==> src/rtl/uart_tx_arbiter.sv <==
`default_nettype none
// ============================================================================
//  Module   : uart_tx_arbiter
//  Purpose  : Packet-level round-robin sharing of one UART transmit core among
//             NUM_REQ byte-stream requesters. Optional UART_TX_ARB_TAG_EN
//             prefixes each packet with tag byte 8'hA0 | grant_id.
//  Revision : 1.0  initial release
// ============================================================================
module uart_tx_arbiter #(
    parameter int NUM_REQ      = 4,
    parameter int ID_W         = 2,
    parameter int HOLD_TIMEOUT = 65535
) (
    input  logic                 clk,
    input  logic                 rst,
    input  logic [NUM_REQ-1:0]   req_valid,
    input  logic [8*NUM_REQ-1:0] req_data,
    input  logic [NUM_REQ-1:0]   req_last,
    output logic [NUM_REQ-1:0]   req_ready,
    output logic                 tx_start,
    output logic [7:0]           tx_data,
    input  logic                 tx_busy,
    output logic                 grant_valid,
    output logic [ID_W-1:0]      grant_id,
    output logic                 timeout_pulse
);

    localparam logic [2:0] c_ARB     = 3'd0;
    localparam logic [2:0] c_ACCEPT  = 3'd1;
    localparam logic [2:0] c_ISSUE   = 3'd2;
    localparam logic [2:0] c_WAIT_HI = 3'd3;
    localparam logic [2:0] c_WAIT_LO = 3'd4;
    localparam logic [2:0] c_HOLD    = 3'd5;
    localparam logic [2:0] c_TAG     = 3'd6;

    // Firing one count early makes the pulse land HOLD_TIMEOUT cycles after busy falls.
    localparam logic [15:0] c_HOLD_FIRE = 16'(HOLD_TIMEOUT - 2);
    localparam logic [ID_W-1:0] c_LAST_ID = ID_W'(NUM_REQ - 1);

    logic [2:0]         r_state;
    logic [ID_W-1:0]    r_rr_ptr;
    logic [ID_W-1:0]    r_grant_id;
    logic               r_grant_valid;
    logic [NUM_REQ-1:0] r_ready;
    logic               r_tx_start;
    logic [7:0]         r_tx_data;
    logic               r_timeout;
    logic               r_last;
    logic [15:0]        r_hold_cnt;
`ifdef UART_TX_ARB_TAG_EN
    logic               r_tag_pend;
`endif

    logic               w_hit;
    logic [ID_W-1:0]    w_hit_id;
    logic [NUM_REQ-1:0] w_grant_onehot;

    function automatic logic [ID_W-1:0] wrap_idx(input logic [ID_W-1:0] base, input int off);
        return ID_W'((int'(base) + off) % NUM_REQ);
    endfunction

    // Scan from the farthest offset down so the nearest requester after rr_ptr wins.
    always_comb begin
        w_hit    = 1'b0;
        w_hit_id = '0;
        for (int i = NUM_REQ; i >= 1; i--) begin
            if (req_valid[wrap_idx(r_rr_ptr, i)]) begin
                w_hit    = 1'b1;
                w_hit_id = wrap_idx(r_rr_ptr, i);
            end
        end
    end

    assign w_grant_onehot = NUM_REQ'(1) << r_grant_id;

    always_ff @(posedge clk or posedge rst) begin
        if (rst) begin
            r_state       <= c_ARB;
            r_rr_ptr      <= c_LAST_ID;
            r_grant_id    <= '0;
            r_grant_valid <= 1'b0;
            r_ready       <= '0;
            r_tx_start    <= 1'b0;
            r_tx_data     <= 8'h00;
            r_timeout     <= 1'b0;
            r_last        <= 1'b0;
            r_hold_cnt    <= 16'h0000;
`ifdef UART_TX_ARB_TAG_EN
            r_tag_pend    <= 1'b0;
`endif
        end else begin
            r_ready    <= '0;
            r_tx_start <= 1'b0;
            r_timeout  <= 1'b0;
            case (r_state)
                c_ARB: begin
                    if (w_hit) begin
                        r_grant_id    <= w_hit_id;
                        r_grant_valid <= 1'b1;
`ifdef UART_TX_ARB_TAG_EN
                        r_state       <= c_TAG;
`else
                        r_state       <= c_ACCEPT;
                        if (!tx_busy) begin
                            r_ready <= NUM_REQ'(1) << w_hit_id;
                        end
`endif
                    end
                end
                // req_ready is high during the ACCEPT cycle; data is taken at its closing edge.
                c_ACCEPT: begin
                    if (r_ready != '0) begin
                        r_tx_data  <= req_data[8*r_grant_id +: 8];
                        r_last     <= req_last[r_grant_id];
                        r_tx_start <= 1'b1;
                        r_state    <= c_ISSUE;
                    end else if (!tx_busy) begin
                        r_ready <= w_grant_onehot;
                    end
                end
                c_ISSUE: begin
                    r_state <= c_WAIT_HI;
                end
                c_WAIT_HI: begin
                    if (tx_busy) begin
                        r_state <= c_WAIT_LO;
                    end
                end
                c_WAIT_LO: begin
                    if (!tx_busy) begin
`ifdef UART_TX_ARB_TAG_EN
                        if (r_tag_pend) begin
                            r_tag_pend <= 1'b0;
                            r_ready    <= w_grant_onehot;
                            r_state    <= c_ACCEPT;
                        end else
`endif
                        if (r_last) begin
                            r_rr_ptr      <= r_grant_id;
                            r_grant_valid <= 1'b0;
                            r_grant_id    <= '0;
                            r_state       <= c_ARB;
                        end else begin
                            r_hold_cnt <= 16'h0000;
                            r_state    <= c_HOLD;
                        end
                    end
                end
                c_HOLD: begin
                    if (req_valid[r_grant_id]) begin
                        r_state <= c_ACCEPT;
                        if (!tx_busy) begin
                            r_ready <= w_grant_onehot;
                        end
                    end else if (r_hold_cnt == c_HOLD_FIRE) begin
                        r_timeout     <= 1'b1;
                        r_rr_ptr      <= r_grant_id;
                        r_grant_valid <= 1'b0;
                        r_grant_id    <= '0;
                        r_state       <= c_ARB;
                    end else begin
                        r_hold_cnt <= r_hold_cnt + 16'h0001;
                    end
                end
`ifdef UART_TX_ARB_TAG_EN
                c_TAG: begin
                    if (!tx_busy) begin
                        r_tx_data  <= 8'hA0 | 8'(r_grant_id);
                        r_tx_start <= 1'b1;
                        r_tag_pend <= 1'b1;
                        r_state    <= c_ISSUE;
                    end
                end
`endif
                default: begin
                    r_state <= c_ARB;
                end
            endcase
        end
    end

    assign req_ready     = r_ready;
    assign tx_start      = r_tx_start;
    assign tx_data       = r_tx_data;
    assign grant_valid   = r_grant_valid;
    assign grant_id      = r_grant_id;
    assign timeout_pulse = r_timeout;

endmodule
`default_nettype wire

==> config.mk <==
export PLATFORM = sky130hd
export DESIGN_NAME = uart_tx_arbiter
export DESIGN_NICKNAME = d
export VERILOG_FILES = /design/src/rtl/uart_tx_arbiter.sv
export SDC_FILE = /design/constraint.sdc
export NUM_CORES = 1
export LEC_CHECK = 0
export ABC_AREA = 1
export BUFFER_PORTS_ARGS = -buffer_cell sky130_fd_sc_hd__buf_2
export CORE_MARGIN = 5
export CORE_UTILIZATION = 49
export CTS_CLUSTER_SIZE = 20
export DETAILED_ROUTE_END_ITERATION = 6
export GPL_TIMING_DRIVEN = 1
export PLACE_DENSITY = 0.77
export SYNTH_ARGS = -nofsm -noshare
export SYNTH_HDL_FRONTEND = slang
export SYNTH_SLANG_ARGS = --single-unit
==> constraint.sdc <==
create_clock -name clk -period 1.4 [get_ports clk]
set_input_delay 0.07 -clock clk [delete_from_list [all_inputs] [get_ports clk]]
set_output_delay 0.07 -clock clk [all_outputs]
set_load 0.02 [all_outputs]
**Yosys cells after proc, flatten, opt, wreduce, memory -nomap -nowiden**

Index checks and enable logic that the tools add are counted.

- Reductions and logical operators: 9
- Equality and inequality tests: 16
- Mux-type cells: 61
- $lt $le $gt $ge: 5
- Add/subtract/negate cells: 5
- Shifts and indexed selects: 3

Operators by type and width:

| operator | number |
|---|---|
| $mux W16 | 4 |
| $pmux W16 S2 | 1 |
| $shiftx A32 B6 Y8 | 1 |
| $mux W2 | 13 |
| $mux W3 | 7 |
| $mux W1 | 20 |
| $mux W4 | 5 |
| $ne A2 B2 Y1 const B | 9 |
| $pmux W3 S6 | 1 |
| $add A16 B1 Y16 const B | 1 |
| $eq A16 B16 Y1 const B | 1 |
| $lt A2 B3 Y1 const B | 5 |
| $reduce_and A5 Y1 | 3 |
| $bmux W1 S2 | 6 |
| $pmux W4 S3 | 1 |
| $shl A1 B2 Y4 const A | 2 |
| $eq A3 B2 Y1 const B | 2 |
| $eq A3 B3 Y1 const B | 2 |
| $pmux W2 S3 | 1 |
| $reduce_and A6 Y1 | 1 |
| $add A2 B1 Y2 const B | 2 |
| $add A2 B2 Y2 const B | 2 |
| $pmux W2 S2 | 1 |
| $reduce_bool A4 Y1 | 1 |
| other kinds (7) | 7 |

- Input bits: 43
- Register bits after elaboration: 39
- Logic and storage cells: 109
- Output and inout bits: 17

**Depth between registers and ports, before layout**

Gate-level depths: netlist of the first run.

- Depth in word-level cells: 11
- Depth in mapped cells: 12

**Least setup slack after synthesis of the first run**

OpenSTA, ideal clock, no wires.

- Path kind: flip-flop to flip-flop
- Start point: register r_rr_ptr[0]
- End point: register r_state[2]
- Library setup time: 0.117 ns
- Setup slack: -0.102 ns
- Clock period less this slack: 1.502 ns
- Stages on the path, launching flop included: 12
- Data required time: 1.283 ns
- Arrival: 1.385 ns
- Path through: dfstp_2 -> buf_4 -> inv_2 -> nand2_1 -> nand2_1 -> and2_1 -> nand3_1 -> nand2_1 -> nor2_1 -> nand2_1 -> nand2_1 -> nand2_1

- Cells in the longest elaborated chain, start to end: 9
- Elaborated cells between the ends (all ways): 18

Ends and longest elaborated chain:

| item | RTL line | RTL |
|---|---|---|
| start: declaration | 41 | `logic [ID_W-1:0] r_rr_ptr;` |
| start signal: assignment | 79 | `r_rr_ptr <= c_LAST_ID;` |
| start signal: assignment | 139 | `r_rr_ptr <= r_grant_id;` |
| start signal: assignment | 157 | `r_rr_ptr <= r_grant_id;` |
| $add A2 B1 Y2 | 59 | `return ID_W'((int'(base) + off) % NUM_REQ);` |
| $bmux W1 S2 | 67 | `if (req_valid[wrap_idx(r_rr_ptr, i)]) begin` |
| $mux W1 (not written as such) | 67 |  |
| $mux W1 (3 in a row) | 67 |  |
| $mux W1 * | 67 |  |
| $ne A2 B2 Y1 (no source line) * | -- |  |
| $reduce_and A5 Y1 (no source line) * | -- |  |
| end signal: assignment | 78 | `r_state <= c_ARB;` |
| end signal: assignment | 103 | `r_state <= c_ACCEPT;` |
| end signal: assignment | 116 | `r_state <= c_ISSUE;` |
| end: declaration | 40 | `logic [2:0] r_state;` |

Mark *: on every way between the ends. The rest lies on a longest branch, timed or not. The select of a mux whose other input is x is not followed.
A chain may end at the register's enable or synchronous reset.

**Final worst setup path of the first run**

- Start point: register r_state[0]
- End point: register r_hold_cnt[9]

- Cells in the longest elaborated chain, start to end: 3
- Elaborated cells between the ends (all ways): 9

Ends and longest elaborated chain:

| item | RTL line | RTL |
|---|---|---|
| $eq A3 B3 Y1 | 95 | `case (r_state)` |
| $ne A2 B2 Y1 (no source line) / $reduce_bool A2 Y1 (equally long branches) | -- |  |
| $reduce_and A5 Y1 (no source line) | -- |  |
| end signal: assignment | 162 | `r_hold_cnt <= r_hold_cnt + 16'h0001;` |
| end: declaration | 49 | `logic [15:0] r_hold_cnt;` |

Several ways; a longest one is shown, not always the timed one.

==> flow_summary.json, run 1 <==
{
  "detail-route-antenna-nets": 0,
  "path_max_fanout": 6,
  "drt_iter0_markers": 143,
  "wl_mm": 8.26,
  "ys_ff_latch": 39,
  "reg2reg_to": "r_hold_cnt[9]",
  "skew_ps": 5.79,
  "mappedNetlistNets": 435,
  "fmax_ghz": 0.624,
  "clkTransAtPathRegs_ps": 80,
  "cp.required_ps": 1590,
  "synthMuxAreaShare_pct": 3.46,
  "finalHoldViolations": 0,
  "synthesis.area_sq_um": 2600,
  "die_width_um": 82.8,
  "yosys.area_share.simple_pct": 41.7,
  "fin_crit_ps": 1600,
  "area_growth_pct": 50.6,
  "yosysUniqueCellTypes": 25,
  "drcViolationCount": 0,
  "power.total_mw": 7.19,
  "synthXorXnorAreaFrac_pct": 4.04,
  "place.gp.congestion": 0.921,
  "track_usage_pct": 22.0,
  "finalCritPeriodShare_pct": 114,
  "cts_buffers": 5,
  "antenna_found_initial": 0,
  "power.density_nw_per_um2": 1840,
  "num_rows": 26,
  "wire_per_inst_um": 14.0,
  "rsz0062_at_grt": "yes",
  "antenna_cells": 0,
  "timing.setup.tns_ps": -5550,
  "grt-ovfl-total": 0,
  "synthCells": 390,
  "critPathKind": "flip-flop to flip-flop",
  "first_pass_iters": 4,
  "grt_pass1_wl_mm": 12.5,
  "io_buffers": 59,
  "layout-drive-gt1-share_pct": 44.7,
  "ys_warn_count": 0,
  "synth_top_family_by_area": "simple AND/OR/NAND/NOR gates",
  "hpwl_mm": 5.34,
  "start_util_pct": 50.6,
  "seq_area_frac_synth_pct": 37.6,
  "synthAdderAreaFrac_pct": 0.962,
  "clk_path_buf_depth": 2,
  "finalMaxSlewViolations": 0,
  "reg2regPathDepth": 12,
  "htree_num_levels": 2,
  "grt_pass1_vias": 2814,
  "final_util_pct": 76.2,
  "r2r-start": "r_state[0]",
  "cp.arrival_ps": 1790,
  "worstSetupStartpoint": "r_state[0]",
  "status": "finished with violations",
  "vias_per_cell": 5.03,
  "hold_class": "input port to flip-flop",
  "violations": "setup timing",
  "dieArea_sq_um": 6860,
  "fillers": 397,
  "root_buffer": "clkbuf_8",
  "start_kind": "flip-flop",
  "core_sq_um": 5140,
  "drv_cap": 0,
  "cts.sinks": 39,
  "holdWs_ps": 100,
  "cp-end-kind": "flip-flop",
  "grt_max_degree": 40,
  "finalNetCount": 565,
  "cts_tree": "done",
  "synth_area_per_cell_sq_um": 6.67,
  "num_vias": 2972,
  "postLayoutSetupSlackWorst_ps": -202,
  "total_leakage_power_nw": 2.03,
  "setup_violations": 36,
  "ir_drop_uv": 904,
  "rrSetupSlack_ps": -200,
  "slew_headroom_pct": 66.7,
  "die_y_um": 82.8,
  "io_pins": 60,
  "critPathCapture": "r_hold_cnt[9]",
  "synth_compound_area_share_pct": 4.43,
  "worstMarginPinSlew_ps": 500,
  "worstSkewPairLatency_ps": 300
}
## cell usage after synthesis (all sizes together)
cell	instances	area [sq um]
ha	2	25.0
inv	39	146
nor3	3	15.0
a21oi	5	25.0
and2	2	12.5
dfstp	2	52.6
dfrtp	37	926
clkbuf	1	3.75
mux2	8	90.1
clkinv	4	15.0
xor2	8	70.1
nor2	50	203
o21ai	15	90.1
nand2	169	637
buf	4	37.5
nand4	15	93.8
nand3	22	123
xnor2	4	35.0
## critical path: stages (launching register included)
cell and delay, ps:
dfrtp_1 410, nor2_1 110, inv_1 60, nor2_2 160, inv_2 80, buf_6 120
nor2_2 100, inv_1 50, nand2_2 70, nor2_4 60, buf_4 160, nand2_1 60
nand2_1 40
## timing repair
action | 4_1_cts | 5_1_grt
hold buffers | 1 | 0
cloned | 1 | 2
endpoints found under the hold margin | 37 | 0
setup endpoints to repair | 36 | 38
buffers inserted | 7 | 10
pin swaps | 17 | 17
resized for setup | 51 | 49
## report_power, final
group	internal [mW]	switching, mW	leakage [nW]
Sequential	1.51	0.272	0.507
Combinational	1.99	2.66	1.48
Clock	0.350	0.409	0.0422
## flip-flops by register name, summed over array words and instances (netlist names)
register       flops
r_hold_cnt        16
tx_data            8
req_ready          4
r_state            3
grant_id           2
r_rr_ptr           2
grant_valid        1
r_last             1
timeout_pulse      1
tx_start           1
## area by class of cell
type / instances / area (sq um) / area share [%]
Tap cell: 70 / 87.6 / 2.24
Multi-Input combinational cell: 303 / 1730 / 44.2
Timing Repair Buffer: 128 / 866 / 22.1
Sequential cell: 39 / 981 / 25.0
Clock buffer: 7 / 76.3 / 1.95
Inverter: 43 / 171 / 4.38
Clock inverter: 1 / 5.00 / 0.128
## metal layers
metal  track usage (%)  part of all wire (%)
met3              4.65                   5.5
met1              24.4                    38
met2              40.7                    53
met4              8.62                   3.1
met5                 0                     0
## per-stage QoR
stage | area, sq um | setup WS (ps) | instances
6_report | 3920 | -202 | 591
3_3_place_gp | 3370 | -141 | 562
4_1_cts | 3680 | -108 | 579
5_1_grt | 3920 | -266 | 591
3_5_place_dp | 3370 | -156 | 562
2_1_floorplan | 2660 | -13.7 | 390
## cells by family after synthesis
family | after synthesis
flops | 39
compound gates | 20
mux | 8
simple gates | 261
fa+ha+maj | 2
buf+inv | 48
xor+xnor | 12
## layout by cell type (no fill, tap or decap), drive strengths merged, types with 3 or more instances in the layout
cell type | synthesis | layout
nand4 | 15 | 15
buf | 4 | 127
xor2 | 8 | 8
mux2 | 8 | 8
nand2 | 169 | 169
inv | 39 | 40
dfrtp | 37 | 37
nand3 | 22 | 22
a21oi | 5 | 5
nor3 | 3 | 3
xnor2 | 4 | 4
clkbuf | 1 | 7
o21ai | 15 | 15
nor2 | 50 | 50
clkinv | 4 | 4
## worst min-delay path by stage
stage | start | to | slack (ps) | cells after the start
2_1_floorplan | rst | grant_valid | 270 | 1
3_3_place_gp | rst | r_hold_cnt[10] | 210 | 3
3_5_place_dp | rst | r_hold_cnt[9] | 220 | 3
4_1_cts | req_data[15] | tx_data[7] | 100 | 4
5_1_grt | req_data[15] | tx_data[7] | 120 | 4
6_report | req_data[10] | tx_data[2] | 100 | 4
No activity file was read; power rests on OpenSTA's default activity.
==> inputs of run 2 (changes only) <==
SETUP_SLACK_MARGIN = 0.05   (was not set)
==> run 2 against run 1 <==
The run still ends with setup timing left. Cell area is 1.2% higher. First-iteration DRC count is 2.1% higher. Setup slack lost 4.3 ps. Sequential power is essentially flat. Power rose by 5.3%. Wire length up 0.99%. Critical endpoint is now req_ready[2].
==> flow_summary.json, run 2 (synthesis gave the netlist of run 1 again) <==
{
  "rsz0062_at_grt": "yes",
  "place.gp.congestion": 0.923,
  "finalHoldViolations": 0,
  "cp_slowest_cell": "dfstp_2",
  "die_y_um": 82.8,
  "finalCritPeriodShare_pct": 115,
  "root_buffer": "clkbuf_8",
  "first_pass_iters": 5,
  "wl_mm": 8.34,
  "antenna_found_initial": 0,
  "cp.required_ps": 1640,
  "violations": "setup timing",
  "regMostFlops": "r_hold_cnt",
  "num_rows": 26,
  "postLayoutSetupSlackWorst_ps": -206,
  "htree_num_levels": 2,
  "holdWs_ps": 114,
  "start_util_pct": 50.6,
  "cp-end-kind": "flip-flop",
  "clkTransAtPathRegs_ps": 90,
  "setup_violations": 30,
  "finalNetCount": 557,
  "hold_class": "input port to flip-flop",
  "slowest_delay_ps": 570,
  "drt_iter0_markers": 146,
  "place_inst": 557,
  "grt-ovfl-total": 0,
  "drcViolationCount": 0,
  "fin_crit_ps": 1610,
  "largest_reg_flops": 16,
  "wl_met3_um": 393,
  "clk_path_buf_depth": 2,
  "pre_cts_ws_ps": -143,
  "slew_headroom_pct": 63.3,
  "track_usage_pct": 22.8,
  "grt_pass1_vias": 3009,
  "io_buffers": 59,
  "fmax_ghz": 0.623,
  "path_max_fanout": 3,
  "cts.sinks": 39,
  "status": "finished with violations",
  "finalMaxSlewViolations": 0,
  "detail-route-antenna-nets": 0,
  "hpwl_mm": 5.61,
  "met2_length_mm": 4.61,
  "area_growth_pct": 52.5,
  "cp_common_cell": "nand2_1",
  "start_kind": "flip-flop",
  "layout-drive-gt1-share_pct": 46.8,
  "crit_chain": "buf_12 -> nand2_1 -> nand2_4 -> nand2_4 -> a21oi_2 -> nand2_1 -> nand2_2 -> nand4_1 -> nand2_1",
  "antenna_cells": 0,
  "grt_pass1_wl_mm": 13.1,
  "timing.setup.tns_ps": -3680,
  "highest_layer": "met4",
  "fillers": 376,
  "worstSkewPairLatency_ps": 290,
  "drv_cap": 0,
  "ir_drop_uv": 965,
  "io_pins": 60,
  "total_leakage_power_nw": 2.04,
  "grt_max_degree": 21,
  "power.total_mw": 7.57,
  "layout_common_cells": "126 x nand2_1, 58 x buf_2, 52 x buf_4",
  "vias_per_cell": 5.16,
  "m1WireLength_mm": 3.02,
  "num_vias": 3006,
  "critPathKind": "flip-flop to flip-flop",
  "fin_cells": 583,
  "final_common_cell": "nand2_1",
  "cts_buffers": 5,
  "cp.arrival_ps": 1850,
  "worstMarginPinSlew_ps": 550,
  "skew_ps": 9.70,
  "dieArea_sq_um": 6860,
  "core_sq_um": 5140,
  "wire_per_inst_um": 14.3,
  "power.density_nw_per_um2": 1910,
  "cts_tree": "done",
  "die_width_um": 82.8
}
## run 2: cell types whose count changed in the layout (fill, tap and decap cells not counted), sizes merged
| cell | before | now |
|---|---|---|
| inv | 40 | 42 |
| clkinv | 4 | 3 |
| clkbuf | 7 | 5 |
| buf | 127 | 119 |
| bufinv | 0 | 1 |
## run 2: final cells by class
| class | count | area, sq um | area share, % |
|---|---|---|---|
| multi-input cells | 303 | 1780 | 44.9 |
| flip-flops and latches | 39 | 981 | 24.7 |
| repair buffers | 120 | 818 | 20.6 |
| inverters | 43 | 184 | 4.64 |
| well taps | 70 | 87.6 | 2.21 |
| clock buffers | 5 | 68.8 | 1.74 |
| clock inverters | 3 | 43.8 | 1.10 |
## run 2: power by group
group / internal, mW / switching, mW / total, mW
sequential: 1.51 / 0.275 / 1.79
combinational: 2.02 / 2.80 / 4.82
clock: 0.531 / 0.432 / 0.964
total: 4.06 / 3.51 / 7.57
## run 2: path summary, 6_finish.rpt
kind / start / to / slack [ps] / depth (start not counted)
worst min-delay path: req_data[10] / tx_data[2] / 110 / 4
worst max-delay path: r_rr_ptr[0] / req_ready[2] / -210 / 9
worst max register to register: r_rr_ptr[0] / req_ready[2] / -210 / 9
min in group asynchronous: rst / r_hold_cnt[13] / 350 / 3
max in group asynchronous: rst / r_hold_cnt[3] / 510 / 4
worst min register to register: grant_valid / grant_valid / 490 / 2
## run 2: stage by stage
step | utilization [%] | area, sq um
floorplan | - | 2680
global placement | 65.4 | 3360
detailed placement | 65.4 | 3360
CTS | 71.9 | 3700
global route | 77.1 | 3970
finish | 77.1 | 3970
## run 2: what timing repair did
| item | CTS | global route |
|---|---|---|
| setup buffers | 12 | 5 |
| endpoints found under the setup margin | 37 | 37 |
| hold endpoints to repair | 8 | 0 |
| hold buffers | 1 | 0 |
| resized for setup | 42 | 68 |
| pin swaps | 17 | 25 |
## run 2: per-layer routing
metal / track usage (%) / up-vias
met5: 0 / -
met4: 9.51 / 0
met3: 4.75 / 34
met2: 42.3 / 123
met1: 25.1 / 1380
li1: - / 1469
## run 2: critical path, delay by kind of cell, from the launching register on
kind | cells | cell delay (ps)
AO/OA/AOI/OAI | 1 | 190
buffers and inverters | 1 | 110
flip-flops | 1 | 570
AND/OR/NAND/NOR | 7 | 670
